<file path="config.mk">
export PLATFORM = sky130hd
export DESIGN_NAME = a2d_pot_scanner
export DESIGN_NICKNAME = d
export VERILOG_FILES = /design/src/rtl/a2d_sched_pkg.sv /design/src/rtl/a2d_pot_scanner.sv
export SDC_FILE = /design/constraint.sdc
export NUM_CORES = 1
export LEC_CHECK = 0
export CORE_UTILIZATION = 54
export CTS_BUF_LIST = sky130_fd_sc_hd__clkbuf_4 sky130_fd_sc_hd__clkbuf_8
export CTS_CLUSTER_DIAMETER = 50
export CTS_CLUSTER_SIZE = 28
export DETAILED_ROUTE_END_ITERATION = 10
export PLACE_DENSITY_LB_ADDON = 0.15
export SLEW_MARGIN = 40
export SYNTH_ARGS = -nofsm -noshare
export SYNTH_HDL_FRONTEND = slang
export SYNTH_SLANG_ARGS = --single-unit
export TNS_END_PERCENT = 100
</file>
<file path="constraint.sdc">
create_clock -name clk -period 7.7 [get_ports clk]
set_clock_uncertainty 0.1 [all_clocks]
set_input_delay 1.54 -clock clk [delete_from_list [all_inputs] [get_ports clk]]
set_output_delay 1.54 -clock clk [all_outputs]
set_load 0.01 [all_outputs]
</file>
<file path="src/rtl/a2d_sched_pkg.sv">
// Shared types and widths for the A2D pot scanner.
// Optional feature macro: POT_AVG_EN (enables the pot_avg helper used for bank averaging).
package a2d_sched_pkg;

   localparam int unsigned ADC_W = 12;
   localparam int unsigned CH_W  = 3;
   localparam int unsigned SUM_W = ADC_W + 1;

   typedef enum logic [1:0] {
      IDLE  = 2'd0,
      GAP   = 2'd1,
      START = 2'd2,
      CONV  = 2'd3
   } state_e;

   typedef enum logic {
      SRC_SCAN = 1'b0,
      SRC_REQ  = 1'b1
   } src_e;

`ifdef POT_AVG_EN
   // Rounded mean of the stored and new sample, carried in a 13-bit sum
   function automatic logic [ADC_W-1:0] pot_avg(input logic [ADC_W-1:0] old_v,
                                                input logic [ADC_W-1:0] new_v);
      logic [SUM_W-1:0] sum;
      sum = SUM_W'(old_v) + SUM_W'(new_v) + SUM_W'(1);
      return sum[SUM_W-1:1];
   endfunction
`endif

endpackage

</file>
<file path="src/rtl/a2d_pot_scanner.sv">
// Round-robin pot scanner in front of the SPI A2D, with one priority single-shot requester.
// Optional feature macro: POT_AVG_EN (bank writes to valid entries store a rounded average).
module a2d_pot_scanner
   import a2d_sched_pkg::*;
#(
   parameter int unsigned NUM_CH   = 7,
   parameter int unsigned SCAN_GAP = 16
) (
   input  logic                     clk,
   input  logic                     rst,
   input  logic                     en,
   input  logic                     req,
   input  logic [CH_W-1:0]          req_ch,
   output logic                     req_ack,
   output logic [ADC_W-1:0]         req_res,
   output logic                     strt_cnv,
   output logic [CH_W-1:0]          chnnl,
   input  logic                     cnv_cmplt,
   input  logic [ADC_W-1:0]         res,
   output logic [NUM_CH*ADC_W-1:0]  pots,
   output logic [NUM_CH-1:0]        pot_vld,
   output logic                     scan_done
);

   localparam int unsigned GAP_W  = $clog2(SCAN_GAP + 1);
   localparam int unsigned BANK_W = NUM_CH * ADC_W;

   state_e                state_q, state_d;
   logic [GAP_W-1:0]      gap_q, gap_d;
   logic [CH_W-1:0]       ptr_q, ptr_d;
   src_e                  src_q, src_d;
   logic [CH_W-1:0]       chnnl_q, chnnl_d;
   logic                  cmplt_q, cmplt_d;
   logic                  strt_q, strt_d;
   logic                  ack_q, ack_d;
   logic [ADC_W-1:0]      req_res_q, req_res_d;
   logic [BANK_W-1:0]     pots_q, pots_d;
   logic [NUM_CH-1:0]     vld_q, vld_d;
   logic                  done_q, done_d;

   logic                  cmplt_rise_c;
   logic                  wr_c;
   logic [CH_W-1:0]       wr_idx_c;

   // Only a fresh rising edge of the A2D done level counts; a stale high is ignored
   assign cmplt_rise_c = cnv_cmplt & ~cmplt_q;

   // State register
   always_ff @(posedge clk or posedge rst) begin
      if (rst) state_q <= IDLE;
      else     state_q <= state_d;
   end

   // Next-state logic: request always claims the next start slot
   always_comb begin
      state_d = state_q;
      unique case (state_q)
         IDLE:  if (req || en) state_d = START;
         GAP: begin
            if (req)               state_d = START;
            else if (gap_q == '0)  state_d = en ? START : IDLE;
         end
         START: state_d = CONV;
         CONV:  if (cmplt_rise_c) state_d = GAP;
         default: state_d = IDLE;
      endcase
   end

   // Output / datapath next values: start pulse, source capture, gap count, bank writes
   always_comb begin
      gap_d     = gap_q;
      ptr_d     = ptr_q;
      src_d     = src_q;
      chnnl_d   = chnnl_q;
      cmplt_d   = cnv_cmplt;
      strt_d    = 1'b0;
      ack_d     = 1'b0;
      req_res_d = req_res_q;
      pots_d    = pots_q;
      vld_d     = vld_q;
      done_d    = 1'b0;
      wr_c      = 1'b0;
      wr_idx_c  = ptr_q;

      if ((state_q == IDLE || state_q == GAP) && state_d == START) begin
         strt_d = 1'b1;
         if (req) begin
            src_d   = SRC_REQ;
            chnnl_d = req_ch;
         end else begin
            src_d   = SRC_SCAN;
            chnnl_d = ptr_q;
         end
      end

      if (state_q == GAP && gap_q != '0)
         gap_d = gap_q - GAP_W'(1);

      if (state_q == CONV && cmplt_rise_c) begin
         gap_d = GAP_W'(SCAN_GAP);
         if (src_q == SRC_REQ) begin
            ack_d     = 1'b1;
            req_res_d = res;
            wr_idx_c  = chnnl_q;
            wr_c      = ({1'b0, chnnl_q} < (CH_W+1)'(NUM_CH));
         end else begin
            wr_c     = 1'b1;
            wr_idx_c = ptr_q;
            if (ptr_q == CH_W'(NUM_CH - 1)) begin
               ptr_d  = '0;
               done_d = 1'b1;
            end else begin
               ptr_d = ptr_q + CH_W'(1);
            end
         end
      end

      for (int n = 0; n < NUM_CH; n++) begin
         if (wr_c && wr_idx_c == CH_W'(n)) begin
`ifdef POT_AVG_EN
            pots_d[n*ADC_W +: ADC_W] = vld_q[n] ? pot_avg(pots_q[n*ADC_W +: ADC_W], res) : res;
`else
            pots_d[n*ADC_W +: ADC_W] = res;
`endif
            vld_d[n] = 1'b1;
         end
      end
   end

   // Datapath and output registers
   always_ff @(posedge clk or posedge rst) begin
      if (rst) begin
         gap_q     <= '0;
         ptr_q     <= '0;
         src_q     <= SRC_SCAN;
         chnnl_q   <= '0;
         cmplt_q   <= 1'b0;
         strt_q    <= 1'b0;
         ack_q     <= 1'b0;
         req_res_q <= '0;
         pots_q    <= '0;
         vld_q     <= '0;
         done_q    <= 1'b0;
      end else begin
         gap_q     <= gap_d;
         ptr_q     <= ptr_d;
         src_q     <= src_d;
         chnnl_q   <= chnnl_d;
         cmplt_q   <= cmplt_d;
         strt_q    <= strt_d;
         ack_q     <= ack_d;
         req_res_q <= req_res_d;
         pots_q    <= pots_d;
         vld_q     <= vld_d;
         done_q    <= done_d;
      end
   end

   assign strt_cnv  = strt_q;
   assign chnnl     = chnnl_q;
   assign req_ack   = ack_q;
   assign req_res   = req_res_q;
   assign pots      = pots_q;
   assign pot_vld   = vld_q;
   assign scan_done = done_q;

endmodule

</file>
==> results of run 1 <==
## power by group through the flow
stage | Clock [mW] | Combinational (mW) | Sequential, mW
global route | 0.669 | 1.15 | 1.13
floorplan | 0 | 0.358 | 1.19
finish | 0.623 | 1.08 | 1.09
detailed placement | 0 | 1.08 | 1.10
CTS | 0.634 | 1.09 | 1.09
global placement | 0 | 1.05 | 1.09
## area by class of cell
type                       instances  area (sq um)  area share
clock buffer                      21           277      0.0422
clock inverter                    11           169      0.0258
inverter                           8          35.0     0.00534
multi-input combinational        171          1620       0.247
sequential                       121          3030       0.462
tap                              105           131      0.0200
timing repair buffer             130          1300       0.198
## cells by family after synthesis
| group | after synthesis | share of synthesized area |
|---|---|---|
| buffers and inverters | 19 | 0.0188 |
| adder cells (fa/ha/maj) | 2 | 0.00530 |
| AO/OA/AOI/OAI | 18 | 0.0268 |
| multiplexers | 102 | 0.242 |
| flip-flops | 121 | 0.641 |
| AND/OR/NAND/NOR | 48 | 0.0636 |
| XOR/XNOR | 1 | 0.00186 |
## synthesized netlist by cell type (2+ instances only)
cell type and n:
and3_1 3, o21ai_0 6, a31oi_1 2, ha_1 2
nor4b_1 2, or2_2 4, buf_4 2, nor2_1 5
nor3_1 4, mux2i_1 4, a21oi_1 2, nand2_1 11
dfrtp_1 121, buf_2 8, mux2_2 89, a221o_1 3
inv_1 8, nand2b_1 6, nor3_2 2, nor2b_1 4
mux2_1 9
## layer usage
| metal | global-route usage | vias up | routed length (microns) |
|---|---|---|---|
| met1 | 0.336 | 1551 | 4510 |
| met2 | 0.416 | 87 | 5230 |
| met4 | 0.0970 | 0 | 100 |
| met5 | 0 | - | 0 |
| met3 | 0.0590 | 9 | 395 |
| li1 | - | 1392 | - |
## critical path, stage by stage
cell,delay (ns)
clkdlybuf4s50_1,0.55
nand4b_4,0.23
a211oi_2,0.35
and2_1,0.70
mux2_2,0.43
## worst max path at each step
| stage | endpoint | slack [ns] | cells past startpoint |
|---|---|---|---|
| after CTS | pots[46] | 4.12 | 5 |
| after global routing | pots[46] | 4.00 | 5 |
| after global placement | pots[46] | 3.77 | 5 |
| after detailed placement | pots[46] | 3.69 | 5 |
| final | pots[46] | 4.11 | 5 |
| after floorplan | chnnl[0] | 2.85 | 1 |
## flip-flops by register name, summed over array words and instances (netlist names)
signal	cells
gap_q	5
state_q	2
pot_vld	7
ptr_q	3
req_res	12
pots	84
src_q	1
strt_cnv	1
chnnl	3
req_ack	1
scan_done	1
cmplt_q	1
## metrics by stage
stage	std cells	area, sq um
finish	567	6560
global route	567	6560
CTS	567	6550
detailed placement	535	6100
global placement	535	6090
floorplan	311	4720
==> impl_metrics.tcl, run 1 <==
set metrics [dict create \
    routedWlPerCell_microns 18.1 \
    io_pins 129 \
    grt_pass1_vias 3138 \
    p_per_area_nw_per_um2 426 \
    cts_root_buffer "clkbuf_8" \
    grt_pass1_wl_microns 16800 \
    min_period_ns 3.59 \
    yosysTopAreaCell "dfrtp_1" \
    fillCellCount 497 \
    netlist_top_cells_area "dfrtp_1 (64%), mux2_2 (21%), mux2_1 (2.1%)" \
    hold_viol 0 \
    grt_max_degree 62 \
    async_reset_ff_frac 1.00 \
    die_w_microns 95.5 \
    final_common_cell "clkdlybuf4s50_1" \
    critPathCaptureType "register" \
    fin_util 0.786 \
    r2r_setup_slack_ns 5.25 \
    track_usage 0.256 \
    die_y_microns 95.5 \
    max-slew-margin-rel 0.460 \
    post-cts-setup-buffers 0 \
    clk_latency_ns 0.42 \
    peakVddDrop_uv 251 \
    numCtsBuffers 17 \
    cts.sinks 121 \
    std_cell_rows 33 \
    setup-violations-final 0 \
    overflow 0 \
    pwr-share-comb 0.385 \
    synth.cell_area_sq_um 4720 \
    swShare 0.297 \
    antenna_cells 0 \
    dr.pass1.iters 5 \
    yosysUniqueCellTypes 35 \
    fin_nets 471 \
    power_frac_clock 0.223 \
    status "complete, no violations" \
    hp-class "register to register" \
    cts_tree "yes" \
    synth_seq_cells 121 \
    hp-start "pot_vld[6]" \
    antenna_found_initial 0 \
    critical_path_required_ns 7.91 \
    htreeDepth 4 \
    drv_cap 0 \
    synth_top_area_share 0.641 \
    power.share.sequential 0.391 \
    yosysWarningCount 0 \
    r2r_end "pots[46]" \
    max_freq_mhz 279 \
    mostFrequentLayoutCells "clkdlybuf4s50_1 (128), dfrtp_1 (121), mux2_2 (89)" \
    drc 0 \
    timing.rr.start "state_q[1]" \
    critPathLaunch "cnv_cmplt" \
    portBuffers 128 \
    power_leakage_nw 2.94 \
    vias 3039 \
    worst_slack_ns 4.11 \
    finalWirelength_microns 10200 \
    min_period_over_period 0.466 \
    tightestPinTransition_ns 0.810 \
    reg2reg_depth 4 \
    cp-start-kind "input port" \
    yosysSeqAreaShare 0.641 \
    finalPower_mw 2.79 \
    hold_ws_ns 0.365 \
    gp_congestion 0.764 \
    critPathArrivalTime_ns 3.79 \
    clk_path_buf_depth 2 \
    ctsResizeCount 0 \
    synth-edff-count 0 \
    ctsHoldBuffers 0 \
    fp.coreArea_sq_um 8340 \
    intPower_mw 1.96 \
    worstHoldPathCells 1 \
    place_ws_ns 3.69 \
    synth-main-ff-cell "dfrtp_1" \
    via_per_inst 5.36 \
    syn_area_per_cell_sq_um 15.2 \
    initial_core_util 0.566 \
    whs_endpoint "pot_vld[6]" \
    switching_power_mw 0.828 \
    rsz0062_at_grt "false" \
    syn_to_final_growth_pct 38.9 \
    critPathMaxFanout 13 \
    netlist_instances 311 \
    fp.dieArea_sq_um 9120 \
    drive_gt1_frac 0.290 \
    worstSetupPathType "input port to register" \
    drv_slew 0 \
    final_antenna_net_count 0 \
    finalSetupTns_ns 0 \
    synth_nets 333 \
    path_clk_slew_ns 0.07 \
    drt_iter0_markers 99 \
    hpwl_microns 7000 \
]
(Power assumes the default switching activity.)
==> inputs of run 2 (changes only) <==
--- a/config.mk
+++ b/config.mk
@@ -5,7 +5,7 @@
 export SDC_FILE = /design/constraint.sdc
 export NUM_CORES = 1
 export LEC_CHECK = 0
-export CORE_UTILIZATION = 54
+export CORE_UTILIZATION = 45
 export CTS_BUF_LIST = sky130_fd_sc_hd__clkbuf_4 sky130_fd_sc_hd__clkbuf_8
 export CTS_CLUSTER_DIAMETER = 50
 export CTS_CLUSTER_SIZE = 28
==> constraint.sdc (replaced) <==
create_clock -name clk -period 2.9 [get_ports clk]
set_clock_uncertainty 0.1 [all_clocks]
set_input_delay 0.58 -clock clk [delete_from_list [all_inputs] [get_ports clk]]
set_output_delay 0.58 -clock clk [all_outputs]
set_load 0.01 [all_outputs]
==> run 2 against run 1 <==
Net effect:
- critical path depth rose by 1
- via count rose by 1.8%
- die area rose by 20%
- worst hold slack improved by 0.0070 ns
- routed wire length rose by 4.9%
- worst setup slack got worse by 3.4 ns
- final area rose by 2.6%
- largest power group unchanged
- critical endpoint is now chnnl[1]
- core utilization fell by 13 points
- count of clock-buffer cells in the layout fell by 2
- clock power rose to 2.8 times the previous value
==> impl_metrics.tcl, run 2 (synthesis gave the netlist of run 1 again) <==
set metrics [dict create \
    dr.pass1.iters 4 \
    grt_pass1_wl_microns 17600 \
    clk_latency_ns 0.42 \
    p_per_area_nw_per_um2 1120 \
    vias 3093 \
    max-slew-margin-rel 0.634 \
    routedWlPerCell_microns 17.5 \
    cts_root_buffer "clkbuf_8" \
    status "complete, no violations" \
    antenna_cells 0 \
    peakVddDrop_uv 600 \
    fillCellCount 796 \
    finalWirelength_microns 10700 \
    critPathCaptureType "register" \
    setup-violations-final 0 \
    ctsHoldBuffers 0 \
    die_y_microns 104 \
    antenna_found_initial 0 \
    via_per_inst 5.05 \
    path_clk_slew_ns 0.07 \
    cts.sinks 121 \
    overflow 0 \
    clk_path_buf_depth 2 \
    largest_register_ffs 84 \
    numCtsBuffers 17 \
    final_common_cell "clkdlybuf4s50_1" \
    ctsResizeCount 0 \
    drv_cap 0 \
    syn_to_final_growth_pct 42.5 \
    min_period_ns 2.21 \
    hp-class "register to register" \
    portBuffers 128 \
    hold_viol 0 \
    critical_path_required_ns 3.10 \
    finalSetupTns_ns 0 \
    final_antenna_net_count 0 \
    track_usage 0.212 \
    grt_max_degree 34 \
    post-cts-setup-buffers 0 \
    whs_endpoint "pot_vld[2]" \
    critPathArrivalTime_ns 2.40 \
    initial_core_util 0.461 \
    finalPower_mw 7.53 \
    drv_slew 0 \
    r2r_setup_slack_ns 0.69 \
    design_area_sq_um 6730 \
    r2r_end "chnnl[1]" \
    die_w_microns 104 \
    io_pins 129 \
    grt_pass1_vias 3263 \
    min_period_over_period 0.760 \
    drive_gt1_frac 0.311 \
    reg2reg_depth 6 \
    hp-start "pot_vld[2]" \
    cp-start-kind "register" \
    critPathMaxFanout 4 \
    hold_ws_ns 0.372 \
    rsz0062_at_grt "false" \
    worstSetupPathType "register to register" \
    gp_congestion 0.822 \
    std_cell_rows 37 \
    htreeDepth 4 \
    dp_cells 580 \
    mostFrequentLayoutCells "clkdlybuf4s50_1 (128), dfrtp_1 (121), mux2_2 (89)" \
    placed_cell_area_sq_um 6250 \
    tightestPinTransition_ns 0.545 \
    fin_nets 485 \
    drc 0 \
    timing.rr.start "gap_q[0]" \
    fp.coreArea_sq_um 10200 \
    worstHoldPathCells 1 \
    max_freq_mhz 453 \
    layout.cells.non_filler 612 \
    drt_iter0_markers 114 \
    hpwl_microns 7450 \
    cts_tree "yes" \
    fp.dieArea_sq_um 10900 \
    power_leakage_nw 3.00 \
]
[run 2: metrics by stage]
step	worst slack, ns	utilization
2_1_floorplan	0.737	-
3_3_place_gp	0.385	0.611
3_5_place_dp	0.352	0.611
4_1_cts	0.718	0.658
5_1_grt	0.632	0.658
6_report	0.695	0.658
[run 2: routing by layer]
metal / global-route usage / wire (microns)
met5: 0 / 0
met4: 0.0643 / 132
met3: 0.0639 / 612
met2: 0.337 / 5220
met1: 0.279 / 4780
[run 2: worst max-delay path by stage]
| stage | from | depth (start not counted) | to | slack (ns) |
|---|---|---|---|---|
| final | gap_q[0] | 6 | chnnl[1] | 0.69 |
| after global routing | gap_q[0] | 6 | chnnl[1] | 0.63 |
| after floorplan | rst | 1 | chnnl[0] | 0.74 |
| after detailed placement | cnv_cmplt | 6 | pots[36] | 0.35 |
| after global placement | cnv_cmplt | 6 | pots[39] | 0.39 |
| after CTS | gap_q[0] | 6 | chnnl[1] | 0.72 |
[run 2: layout make-up]
class                           instances  area (sq um)  area share
Clock buffer                           19           262      0.0389
Clock inverter                         13           218      0.0324
Inverter                                8          33.8     0.00502
Multi-Input combinational cell        171          1600       0.238
Sequential cell                       121          3030       0.450
Tap cell                              136           170      0.0253
Timing Repair Buffer                  144          1410       0.210
[run 2: critical path, cell delays in order, from the launching register on]
cell and delay (ns):
dfrtp_1 0.41, inv_1 0.09, ha_1 0.17, nor4b_1 0.42, o21ai_0 0.27, a21o_1 0.28, a221o_1 0.36
[run 2: where the power goes]
part | internal (mW) | leakage (nW) | switching [mW]
Sequential | 2.42 | 1.51 | 0.467
Clock | 1.08 | 0.233 | 0.684
Combinational | 1.81 | 1.25 | 1.07
Total | 5.31 | 3.00 | 2.22
